File: src/rtl/delay_assign_pkg.sv
// Shared types for the delayed-assignment scheduler: slot record, mode enum
// and default widths that size the slot record.
package delay_assign_pkg;

  localparam int DATA_W_DEF = 8;
  localparam int DEPTH_DEF  = 4;
  localparam int DLY_W_DEF  = 4;
  localparam int PEND_W     = $clog2(DEPTH_DEF + 1);

  typedef enum logic {
    TRANSPORT = 1'b0,
    INERTIAL  = 1'b1
  } mode_e;

  // Sized by the package defaults; the top-level parameters must match them.
  typedef struct packed {
    logic                  valid;
    logic [DATA_W_DEF-1:0] data;
    logic [DLY_W_DEF-1:0]  count;
  } slot_t;

endpackage

File: src/rtl/delay_assign_sched_age_arb.sv
// Age tracking for the pending-event slots: keeps a relative age matrix and
// picks the youngest firing slot and the oldest valid slot (both one-hot).
module dly_age_arb #(
  parameter int DEPTH = 4
) (
  input  logic             clk,
  input  logic             rst_n,
  input  logic [DEPTH-1:0] i_valid,
  input  logic [DEPTH-1:0] i_fire,
  input  logic [DEPTH-1:0] i_alloc_oh,
  output logic [DEPTH-1:0] o_young_fire_oh,
  output logic [DEPTH-1:0] o_old_valid_oh
);

  // r_older[i][j] = 1 when slot i was issued before slot j.
  // Entries for free slots are stale and only ever compared against valid ones.
  logic [DEPTH-1:0][DEPTH-1:0] r_older;
  logic [DEPTH-1:0][DEPTH-1:0] w_older_nxt;

  always_comb begin
    o_young_fire_oh = '0;
    o_old_valid_oh  = '0;
    for (int i = 0; i < DEPTH; i++) begin
      o_young_fire_oh[i] = i_fire[i];
      o_old_valid_oh[i]  = i_valid[i];
      for (int j = 0; j < DEPTH; j++) begin
        if (j != i) begin
          if (i_fire[j] && !r_older[j][i])
            o_young_fire_oh[i] = 1'b0;
          if (i_valid[j] && !r_older[i][j])
            o_old_valid_oh[i] = 1'b0;
        end
      end
    end
  end

  // A newly loaded slot becomes younger than every other slot.
  always_comb begin
    w_older_nxt = r_older;
    for (int k = 0; k < DEPTH; k++) begin
      if (i_alloc_oh[k]) begin
        for (int i = 0; i < DEPTH; i++) begin
          w_older_nxt[k][i] = 1'b0;
          w_older_nxt[i][k] = (i != k);
        end
      end
    end
  end

  always_ff @(posedge clk or negedge rst_n) begin
    if (!rst_n)
      r_older <= '0;
    else
      r_older <= w_older_nxt;
  end

endmodule

File: src/rtl/delay_assign_sched.sv
// Clocked equivalent of intra-assignment delay: requesters post (value, delay)
// and the youngest event whose delay expires commits to the shared register q.
module delay_assign_sched
  import delay_assign_pkg::*;
#(
  parameter int WIDTH = DATA_W_DEF,
  parameter int DEPTH = DEPTH_DEF,
  parameter int DLY_W = DLY_W_DEF
) (
  input  logic                       clk,
  input  logic                       rst_n,
  input  logic                       req_valid,
  output logic                       req_ready,
  input  logic [WIDTH-1:0]           req_data,
  input  logic [DLY_W-1:0]           req_delay,
  input  logic                       req_inertial,
  input  logic                       flush,
  output logic [WIDTH-1:0]           q,
  output logic                       q_update,
  output logic [$clog2(DEPTH+1)-1:0] pending
);

  localparam int PEND_BITS = $clog2(DEPTH + 1);

  slot_t                r_slot [DEPTH];
  slot_t                w_slot_nxt [DEPTH];
  logic [WIDTH-1:0]     r_q;
  logic                 r_q_update;
  logic [PEND_BITS-1:0] r_pending;

  logic [DEPTH-1:0] w_valid;
  logic [DEPTH-1:0] w_fire;
  logic [DEPTH-1:0] w_free_oh;
  logic [DEPTH-1:0] w_alloc_oh;
  logic [DEPTH-1:0] w_young_oh;
  logic [DEPTH-1:0] w_old_oh;
  logic [DEPTH-1:0] w_valid_nxt;
  logic [WIDTH-1:0] w_fire_data;
  logic             w_accept;
  logic             w_commit;
  mode_e            w_mode;

  // Every valid slot predates the current edge, so a zero count fires now.
  always_comb begin
    w_valid = '0;
    w_fire  = '0;
    for (int i = 0; i < DEPTH; i++) begin
      w_valid[i] = r_slot[i].valid;
      w_fire[i]  = r_slot[i].valid && (r_slot[i].count == '0);
    end
  end

  assign w_mode    = req_inertial ? INERTIAL : TRANSPORT;
  assign req_ready = !flush && ((|(~w_valid)) || (w_mode == INERTIAL));
  assign w_accept  = req_valid && req_ready;
  assign w_commit  = !flush && (|w_fire);

  // Lowest-index free slot; iterate downward so the lowest index wins.
  always_comb begin
    w_free_oh = '0;
    for (int i = DEPTH - 1; i >= 0; i--) begin
      if (!w_valid[i]) begin
        w_free_oh    = '0;
        w_free_oh[i] = 1'b1;
      end
    end
  end

  // A full slot array can only accept in inertial mode: overwrite the oldest.
  assign w_alloc_oh = !w_accept      ? '0 :
                      (|w_free_oh)   ? w_free_oh : w_old_oh;

  dly_age_arb #(.DEPTH(DEPTH)) u_age_arb (
    .clk             (clk),
    .rst_n           (rst_n),
    .i_valid         (w_valid),
    .i_fire          (w_fire),
    .i_alloc_oh      (w_alloc_oh),
    .o_young_fire_oh (w_young_oh),
    .o_old_valid_oh  (w_old_oh)
  );

  always_comb begin
    w_fire_data = '0;
    for (int i = 0; i < DEPTH; i++)
      if (w_young_oh[i])
        w_fire_data = r_slot[i].data;
  end

  always_comb begin
    w_valid_nxt = '0;
    for (int i = 0; i < DEPTH; i++) begin
      w_slot_nxt[i] = r_slot[i];
      if (flush) begin
        w_slot_nxt[i].valid = 1'b0;
      end else if (w_alloc_oh[i]) begin
        w_slot_nxt[i].valid = 1'b1;
        w_slot_nxt[i].data  = req_data;
        w_slot_nxt[i].count = req_delay;
      end else if (w_fire[i]) begin
        w_slot_nxt[i].valid = 1'b0;
      end else if (w_accept && (w_mode == INERTIAL)) begin
        w_slot_nxt[i].valid = 1'b0;
      end else if (r_slot[i].valid) begin
        w_slot_nxt[i].count = r_slot[i].count - 1'b1;
      end
      w_valid_nxt[i] = w_slot_nxt[i].valid;
    end
  end

  always_ff @(posedge clk or negedge rst_n) begin
    if (!rst_n) begin
      for (int i = 0; i < DEPTH; i++)
        r_slot[i] <= '0;
      r_q        <= '0;
      r_q_update <= 1'b0;
      r_pending  <= '0;
    end else begin
      for (int i = 0; i < DEPTH; i++)
        r_slot[i] <= w_slot_nxt[i];
      r_q_update <= w_commit;
      if (w_commit)
        r_q <= w_fire_data;
      r_pending <= PEND_BITS'($countones(w_valid_nxt));
    end
  end

  assign q        = r_q;
  assign q_update = r_q_update;
  assign pending  = r_pending;

endmodule

File: config.mk
export PLATFORM = sky130hd
export DESIGN_NAME = delay_assign_sched
export DESIGN_NICKNAME = d
export VERILOG_FILES = /design/src/rtl/delay_assign_pkg.sv /design/src/rtl/delay_assign_sched_age_arb.sv /design/src/rtl/delay_assign_sched.sv
export SDC_FILE = /design/constraint.sdc
export NUM_CORES = 1
export LEC_CHECK = 0
export CAP_MARGIN = 10
export CORE_ASPECT_RATIO = 1.4
export CORE_UTILIZATION = 30
export DETAILED_ROUTE_END_ITERATION = 12
export DONT_BUFFER_PORTS = 1
export MAX_ROUTING_LAYER = met4
export PLACE_DENSITY_LB_ADDON = 0.1
export RECOVER_POWER = 50
export SETUP_SLACK_MARGIN = 0.15
export SYNTH_ARGS = -nofsm -noshare
export SYNTH_HDL_FRONTEND = slang
export SYNTH_HIERARCHICAL = 1
export SYNTH_SLANG_ARGS = --single-unit
File: constraint.sdc
create_clock -name clk -period 3.49 [get_ports clk]
set_input_delay 0.698 -clock clk [delete_from_list [all_inputs] [get_ports clk]]
set_output_delay 0.698 -clock clk [all_outputs]
set_load 0.02 [all_outputs]
# Word-level counts from Yosys, hierarchy flattened
# Cells that the tools add are included.
# classes
mul,0
n_lt_le_gt_ge,0
div,0
addsub,7
shifts,0
bitwise,2
mux,79
eq_ne,8
reduce_logical,71
# ops
cell,n
2-to-1 mux 4 bit,25
2-to-1 mux 1 bit,49
logical AND 1 bit,32
2-to-1 mux 8 bit,4
nonzero test 2 bit,10
logical NOT 4 bit,4
AND reduction 4 bit,4
"subtractor 4 x 1 -> 4 bit, second input constant",4
logical NOT 1 bit,13
OR reduction 4 bit,3
"inequality test 2 x 1 -> 1 bit, second input constant",4
"inequality test 2 bit, second input constant",4
AND reduction 2 bit,4
2-to-1 mux 5 bit,1
adder 1 x 1 -> 2 bit,2
inverter 4 bit,1
adder 2 x 2 -> 3 bit,1
logical OR 1 bit,1
inverter 1 bit,1
# totals
ramBits,0
latch_bits,0
inputBits,17
mem_bits_ro,0
reg_bits,76
mem_count,0
word_cells,194

# Longest topological paths before layout
# Gate-level depths: netlist of run 1.
# depth
word_depth,12
ltp_mapped,11
ltp_nobuf,10

# By module
# The synthesis of run 1 kept the hierarchy.
# modules_own_cells
module,n_inst,area_per_inst_um2,seq_area_each_um2,cells_per_inst
delay_assign_sched,1,3238.1,1601.5,269
dly_age_arb,1,645.6,300.3,60

# Worst setup path before layout of run 1
# No wires, ideal clock.
# synth_timing
path_kind,input port to flip-flop
from,input flush
to,"register r_pending[1], in the netlist pending[1]"
path_buffers,1
t_required_ns,3.364
slack_ns,0.808
setup_ns,0.126
path_stages,9
arrival_time_ns,2.556
cell_sequence,buf_2 -> and4b_1 -> a21boi_4 -> a21o_1 -> inv_1 -> fa_1 -> inv_1 -> ha_1 -> ha_1
# synth_lines
item,line,source
"start, declared",delay_assign_sched.sv:17,"input logic flush,"
"end signal, assigned",delay_assign_sched.sv:124,r_pending <= PEND_BITS'($countones(w_valid_nxt));
"end, declared",delay_assign_sched.sv:29,logic [PEND_BITS-1:0] r_pending;

# Worst setup path after layout of run 1
# layout_timing
from,register r_slot[0] (netlist name)
to,"register r_q[4], in the netlist q[4]"
# layout_between
elab_cells_between_ends,17
cone_classes,10 x mux; 7 x reduce/logical
# layout_lines
item,line,source
"start, declared",delay_assign_sched.sv:25,slot_t r_slot [DEPTH];
"start signal, assigned by index",delay_assign_sched.sv:120,r_slot[i] <= w_slot_nxt[i];
logical NOT 4 bit,delay_assign_sched.sv:49,w_fire[i] = r_slot[i].valid && (r_slot[i].count == '0);
logical AND 1 bit,delay_assign_sched.sv:49,
net w_fire[3],delay_assign_sched.sv:32,logic [DEPTH-1:0] w_fire;
logical AND 1 bit,delay_assign_sched_age_arb.sv:28,if (i_fire[j] && !r_older[j][i])
2-to-1 mux 1 bit,delay_assign_sched_age_arb.sv:28,
net w_young_oh[1],delay_assign_sched.sv:35,logic [DEPTH-1:0] w_young_oh;
2-to-1 mux 8 bit (3 in a row),delay_assign_sched.sv:86,if (w_young_oh[i])
"end signal, assigned",delay_assign_sched.sv:123,r_q <= w_fire_data;
"end, declared",delay_assign_sched.sv:27,logic [WIDTH-1:0] r_q;
# The timed path passes the listed nets, and every way through them passes these cells.
# A chain may end at the register's enable or synchronous reset.

==> results of run 1 <==
## sequential cells by signal (all words and copies together), names as in the netlist
| register | count |
|---|---|
| u_age_arb/r_older | 12 |
| r_slot | 52 |
| q_update | 1 |
| pending | 3 |
| q | 8 |
## critical path: stages, from the launching register on
cell and delay [ps]:
dfrtp_1 370, inv_1 110, ha_1 150, or3b_1 380, nor2_1 140, inv_1 120, o2111a_1 420, nor2b_1 570
a221oi_1 190, o31ai_1 270, mux2_4 180
## power by group
part           leakage (nW)  internal, mW  switching, mW
combinational         0.843         0.159          0.131
clock                 0.127         0.471          0.360
sequential            0.952          1.03          0.116
total                  1.92          1.66          0.606
## worst paths after layout
path	startpoint	slack, ps	to
max	r_slot[0]	540	q[4]
min	rst_n	60	r_slot[42]
max reg2reg	r_slot[0]	540	q[4]
min reg2reg	r_slot[36]	490	r_slot[36]
max in group asynchronous	rst_n	3240	r_slot[20]
min in group clk	req_delay[1]	490	r_slot[27]
## layout make-up
cell class	count	area (um2)	area share, %
well taps	150	187.7	4.345
flip-flops and latches	76	1902	44.03
repair buffers	10	75.07	1.738
inverters	31	116.4	2.694
clock inverters	5	31.28	0.7242
multi-input cells	210	1782	41.25
clock buffers	9	225.2	5.214
## placed cells by master, fill, tap and decap left out, types with 2 or more instances in the layout
master / synthesis / routed
nor2_1: 16 / 16
nand2_1: 13 / 13
ha_1: 10 / 10
o21ai_0: 4 / 4
mux2_2: 27 / 27
a311oi_1: 2 / 2
o2111a_1: 6 / 6
nand2b_1: 14 / 14
inv_2: 2 / 2
and3_1: 2 / 2
buf_4: 1 / 10
a21o_1: 7 / 7
a2111oi_4: 2 / 2
nand4_1: 4 / 4
a32oi_1: 3 / 3
clkbuf_16: 0 / 9
and2_1: 2 / 2
nand3_1: 4 / 4
a21oi_1: 5 / 5
o21a_1: 2 / 2
nor2b_1: 12 / 12
dfrtp_1: 76 / 76
a211oi_1: 2 / 2
a31oi_1: 2 / 2
nor3_1: 5 / 5
o22ai_1: 2 / 2
clkinv_2: 0 / 3
a22o_1: 2 / 2
inv_1: 29 / 29
o31ai_1: 9 / 9
mux2_1: 5 / 5
a221oi_1: 8 / 8
mux2_4: 8 / 8
## kinds of logic after synthesis
family	synth area share [%]
buf+inv	5.155
fa+ha+maj	3.737
simple gates	12.95
mux	12.37
flops	48.97
xor+xnor	0.4511
compound gates	16.37
## routing by layer
layer  global-route usage, %  up-vias
met4                   5.141        0
met5                       -        -
met1                   18.76     1303
met3                   3.677        6
met2                   27.82       31
li1                        -     1202
## metrics by stage
step | instance area [um2] | util [%] | power [mW] | setup WS [ps]
after floorplan | 3884 | - | 1.368 | 808.1
after global placement | 4063 | 32.52 | 1.445 | 599.5
after detailed placement | 4063 | 32.52 | 1.453 | 466.3
after CTS | 4319 | 34.58 | 2.302 | 459.7
after global routing | 4319 | 34.58 | 2.403 | 232.9
final | 4319 | 34.58 | 2.266 | 541.1
==> results.py, run 1 <==
metrics = {
    "placement": {
        "place_hpwl_um": 6574,
        "io_buffers": 0,
        "placed_cells": 477,
        "place.gp.congestion": 0.7654,
    },
    "routing": {
        "vias": 2542,
        "drt-met1-wl_um": 4344,
        "drt_wl_total_um": 9651,
        "drt_iter0_markers": 86,
        "dr.pass1.iters": 8,
        "dr_wl_met2_um": 4885,
        "viasPerCell": 5.177,
        "routed-wl-met3_um": 331,
        "route.detailed.drc": 1,
        "post_drt_wl_per_cell_um": 19.66,
        "top_layer": "met4",
        "antenna_left": 0,
    },
    "synthesis": {
        "synth_area_um2": 3884,
        "synth_area_leaders": "dfrtp_1, mux2_2, ha_1",
        "synthArstFlopShare_pct": 100.0,
        "synth-edff-count": 0,
        "synth_nets": 357,
        "yosys_register_bits": 76,
        "synth.most_common_cell": "dfrtp_1",
        "yosysTopAreaCell": "dfrtp_1",
        "synth_top_area_share_pct": 48.97,
        "synthFlopType": "dfrtp_1",
        "synth_area_per_cell_um2": 11.80,
        "ys_seq_area_share_pct": 48.97,
        "yosys_warnings": 6,
        "yosys-top-cells-count": "dfrtp_1, inv_1, mux2_2",
        "synth_cells": 329,
        "ys_types": 67,
    },
    "worst_setup_path": {
        "crit_path_start_kind": "flip-flop",
        "cp.arrival_ps": 3220,
        "end_kind": "flip-flop",
        "reg2reg_depth": 10,
        "path_max_fanout": 10,
        "required_ps": 3760,
        "path_class": "reg2reg",
    },
    "power": {
        "powerDensity_nw_per_um2": 524.6,
        "irDropWorstVdd_mv": 0.1879,
        "p_leak_nw": 1.922,
    },
    "cts": {
        "path_clk_slew_ps": 60,
        "cts_tree": "done",
        "cts_resized": 0,
        "clock_latency_ps": 330,
        "htreeDepth": 3,
        "numCtsBuffers": 9,
        "root_buffer": "clkbuf_16",
        "cts.path.max_buffers": 2,
        "postCtsSetupBuffers": 0,
        "clkSinkCount": 76,
        "holdBufCountCts": 0,
    },
    "finish": {
        "final_cells": 491,
        "nets": 366,
        "n_antenna_cell": 0,
        "drive_above_1_share_pct": 22.29,
        "fill_cells": 1268,
        "area_delta_synth_final_pct": 11.21,
    },
    "sta": {
        "rsz0062_at_grt": "false",
        "skew_ps": 9.572,
        "worst_slew_pin_slew_ps": 717.0,
        "min_period_ps": 2949,
        "finalHoldViolCount": 0,
        "tns_ps": 0,
        "drv_slew": 0,
        "timing.final.crit_share_pct": 84.50,
        "setup_viol": 0,
        "fmax_mhz": 339.1,
        "hold_slack_ps": 59.77,
        "maxSlewHeadroom_pct": 52.20,
    },
    "global_route": {
        "grt_pass1_wl_um": 16000,
        "grt_pass1_vias": 2823,
        "antenna_found_initial": 0,
        "grt_overflow": 0,
        "track_usage_pct": 16.17,
        "grt_start_max_net_pins": 77,
    },
    "min_path": {
        "hold_path.class": "in2async",
    },
    "job": {
        "cap_violations": 0,
    },
    "floorplanning": {
        "design.die.area_um2": 13410,
        "rows": 48,
        "coreArea_um2": 12490,
        "die_h_um": 136.6,
        "initial_core_util_pct": 31.09,
        "fp.dieW_um": 98.16,
        "ios": 30,
    },
    "status": {
        "failed_checks": "design-rule violations",
        "status": "complete, but fails checks",
    },
}
(Power assumes the default switching activity.)
==> run 2: changes to the inputs <==
==> constraint.sdc (replaced) <==
create_clock -name clk -period 3.1 [get_ports clk]
set_input_delay 0.62 -clock clk [delete_from_list [all_inputs] [get_ports clk]]
set_output_delay 0.62 -clock clk [all_outputs]
set_load 0.02 [all_outputs]
==> results.py, run 2 (synthesized netlist as in run 1, its figures left out) <==
metrics = {
    "worst_setup_path": {
        "reg2reg_depth": 10,
        "crit_top_cell": "inv_1",
        "r2r_start": "r_slot[0]",
        "crit_slowest_cell": "or3b_1",
        "required_ps": 3370,
        "r2r_slack_ps": 440,
        "path_class": "reg2reg",
        "path_max_fanout": 7,
        "r2r_end": "q[7]",
        "end_kind": "flip-flop",
        "startpoint": "r_slot[0]",
        "crit_path_start_kind": "flip-flop",
        "endpoint": "q[7]",
        "cp.arrival_ps": 2930,
        "path_cells": "inv_1 > ha_1 > or3b_1 > nor2_1 > inv_1 > o2111a_1 > nor2b_2 > a221oi_1 > o31ai_1 > mux2_4",
        "slowest_delay_ps": 390,
    },
    "routing": {
        "drt_wl_total_um": 9379,
        "viasPerCell": 5.253,
        "post_drt_wl_per_cell_um": 18.99,
        "antenna_left": 0,
        "routed-wl-met3_um": 368,
        "dr_wl_met2_um": 4695,
        "vias": 2595,
        "drt_iter0_markers": 120,
        "drt-met1-wl_um": 4126,
        "dr.pass1.iters": 10,
        "top_layer": "met4",
        "route.detailed.drc": 1,
    },
    "floorplanning": {
        "rows": 48,
        "die_h_um": 136.6,
        "ios": 30,
        "initial_core_util_pct": 31.09,
        "design.die.area_um2": 13410,
        "coreArea_um2": 12490,
        "fp.dieW_um": 98.16,
    },
    "placement": {
        "place.gp.congestion": 0.7300,
        "place_hpwl_um": 6399,
        "io_buffers": 0,
        "placedInstanceArea_um2": 4063,
    },
    "sta": {
        "setup_viol": 0,
        "tns_ps": 0,
        "fmax_mhz": 375.8,
        "maxSlewHeadroom_pct": -29.61,
        "drv_slew": 77,
        "worst_slew_pin_slew_ps": 1944,
        "min_period_ps": 2661,
        "timing.final.crit_share_pct": 85.83,
        "finalHoldViolCount": 0,
        "rsz0062_at_grt": "false",
        "skew_ps": 7.949,
    },
    "power": {
        "p_leak_nw": 1.983,
        "irDropWorstVdd_mv": 0.2412,
        "powerDensity_nw_per_um2": 662.5,
    },
    "finish": {
        "largest_reg_flops": 52,
        "nets": 367,
        "postLayoutCellArea_um2": 4444,
        "n_antenna_cell": 0,
        "final_common_cell": "dfrtp_1",
        "regMostFlops": "r_slot",
        "fill_cells": 1257,
        "drive_above_1_share_pct": 23.55,
        "final_cell_mix": "dfrtp_1, inv_1, mux2_2",
        "area_delta_synth_final_pct": 14.43,
    },
    "cts": {
        "clkSinkCount": 76,
        "root_buffer": "clkbuf_16",
        "cts_tree": "done",
        "postCtsSetupBuffers": 0,
        "htreeDepth": 3,
        "cts.path.max_buffers": 2,
        "clock_latency_ps": 330,
        "path_clk_slew_ps": 60,
        "numCtsBuffers": 9,
    },
    "global_route": {
        "antenna_found_initial": 0,
        "grt_pass1_vias": 2839,
        "grt_pass1_wl_um": 15610,
        "track_usage_pct": 15.96,
        "grt_start_max_net_pins": 77,
        "grt_overflow": 0,
    },
    "min_path": {
        "hold_path.class": "in2reg",
    },
    "status": {
        "failed_checks": "design-rule violations, max-capacitance violations, max-slew violations",
        "status": "complete, but fails checks",
    },
    "job": {
        "cap_violations": 1,
    },
}
## run 2: cell types whose count changed in the layout (fill, tap and decap cells not counted), sizes merged
cell / previous run / this run
bufinv: 0 / 4
inv: 31 / 32
clkbuf: 9 / 11
clkinv: 4 / 1
clkinvlp: 1 / 0
## run 2: repair_timing
item                                    4_1_cts  5_1_grt
hold endpoints to repair                     76        0
gates resized for setup                       1        1
hold buffers                                  1        0
endpoints found under the setup margin        2        1
## run 2: stage by stage
stage / std cells / setup WS, ps / utilization [%] / hold WS, ps / power [mW]
CTS: 494 / 306.7 / 35.75 / 192.4 / 2.992
global placement: 477 / 245.2 / 32.52 / 326.9 / 1.627
finish: 494 / 439.4 / 35.58 / 404.1 / 2.944
detailed placement: 477 / 156.3 / 32.52 / 326.5 / 1.639
floorplan: 329 / 496.1 / - / 324.4 / 1.540
global route: 494 / 203.5 / 35.58 / 407.0 / 3.097
## run 2: layout make-up
type | count | area [um2] | area share (%)
inverters | 31 | 116.4 | 2.618
well taps | 150 | 187.7 | 4.223
clock buffers | 10 | 239.0 | 5.377
clock inverters | 6 | 133.9 | 3.012
multi-input cells | 210 | 1785 | 40.17
flip-flops and latches | 76 | 1902 | 42.79
repair buffers | 11 | 80.08 | 1.802
## run 2: where the power goes
group / internal (mW) / total, mW / switching (mW)
combinational: 0.182 / 0.355 / 0.173
sequential: 1.16 / 1.28 / 0.122
clock: 0.891 / 1.31 / 0.418
## run 2: critical path: cells and delay by family, from the launching register on
family          cells  cell delay (ps)
simple gates        3              960
compound gates      3              680
flops               1              370
buf+inv             2              260
mux                 1              170
fa+ha+maj           1              150
## run 2: worst min-delay path by stage
stage	startpoint	end	slack [ps]	depth (start not counted)
after floorplan	rst_n	pending[0]	320	0
after global placement	rst_n	r_slot[28]	330	0
after detailed placement	rst_n	r_slot[27]	330	0
after CTS	rst_n	r_slot[29]	190	1
after global routing	req_data[1]	r_slot[31]	410	1
final	req_data[6]	r_slot[23]	400	2
## run 2: per-layer routing
| metal | GRT usage, % | up-vias |
|---|---|---|
| met1 | 18.69 | 1334 |
| met3 | 3.371 | 13 |
| li1 | - | 1204 |
| met5 | - | - |
| met2 | 26.80 | 44 |
| met4 | 6.468 | 0 |
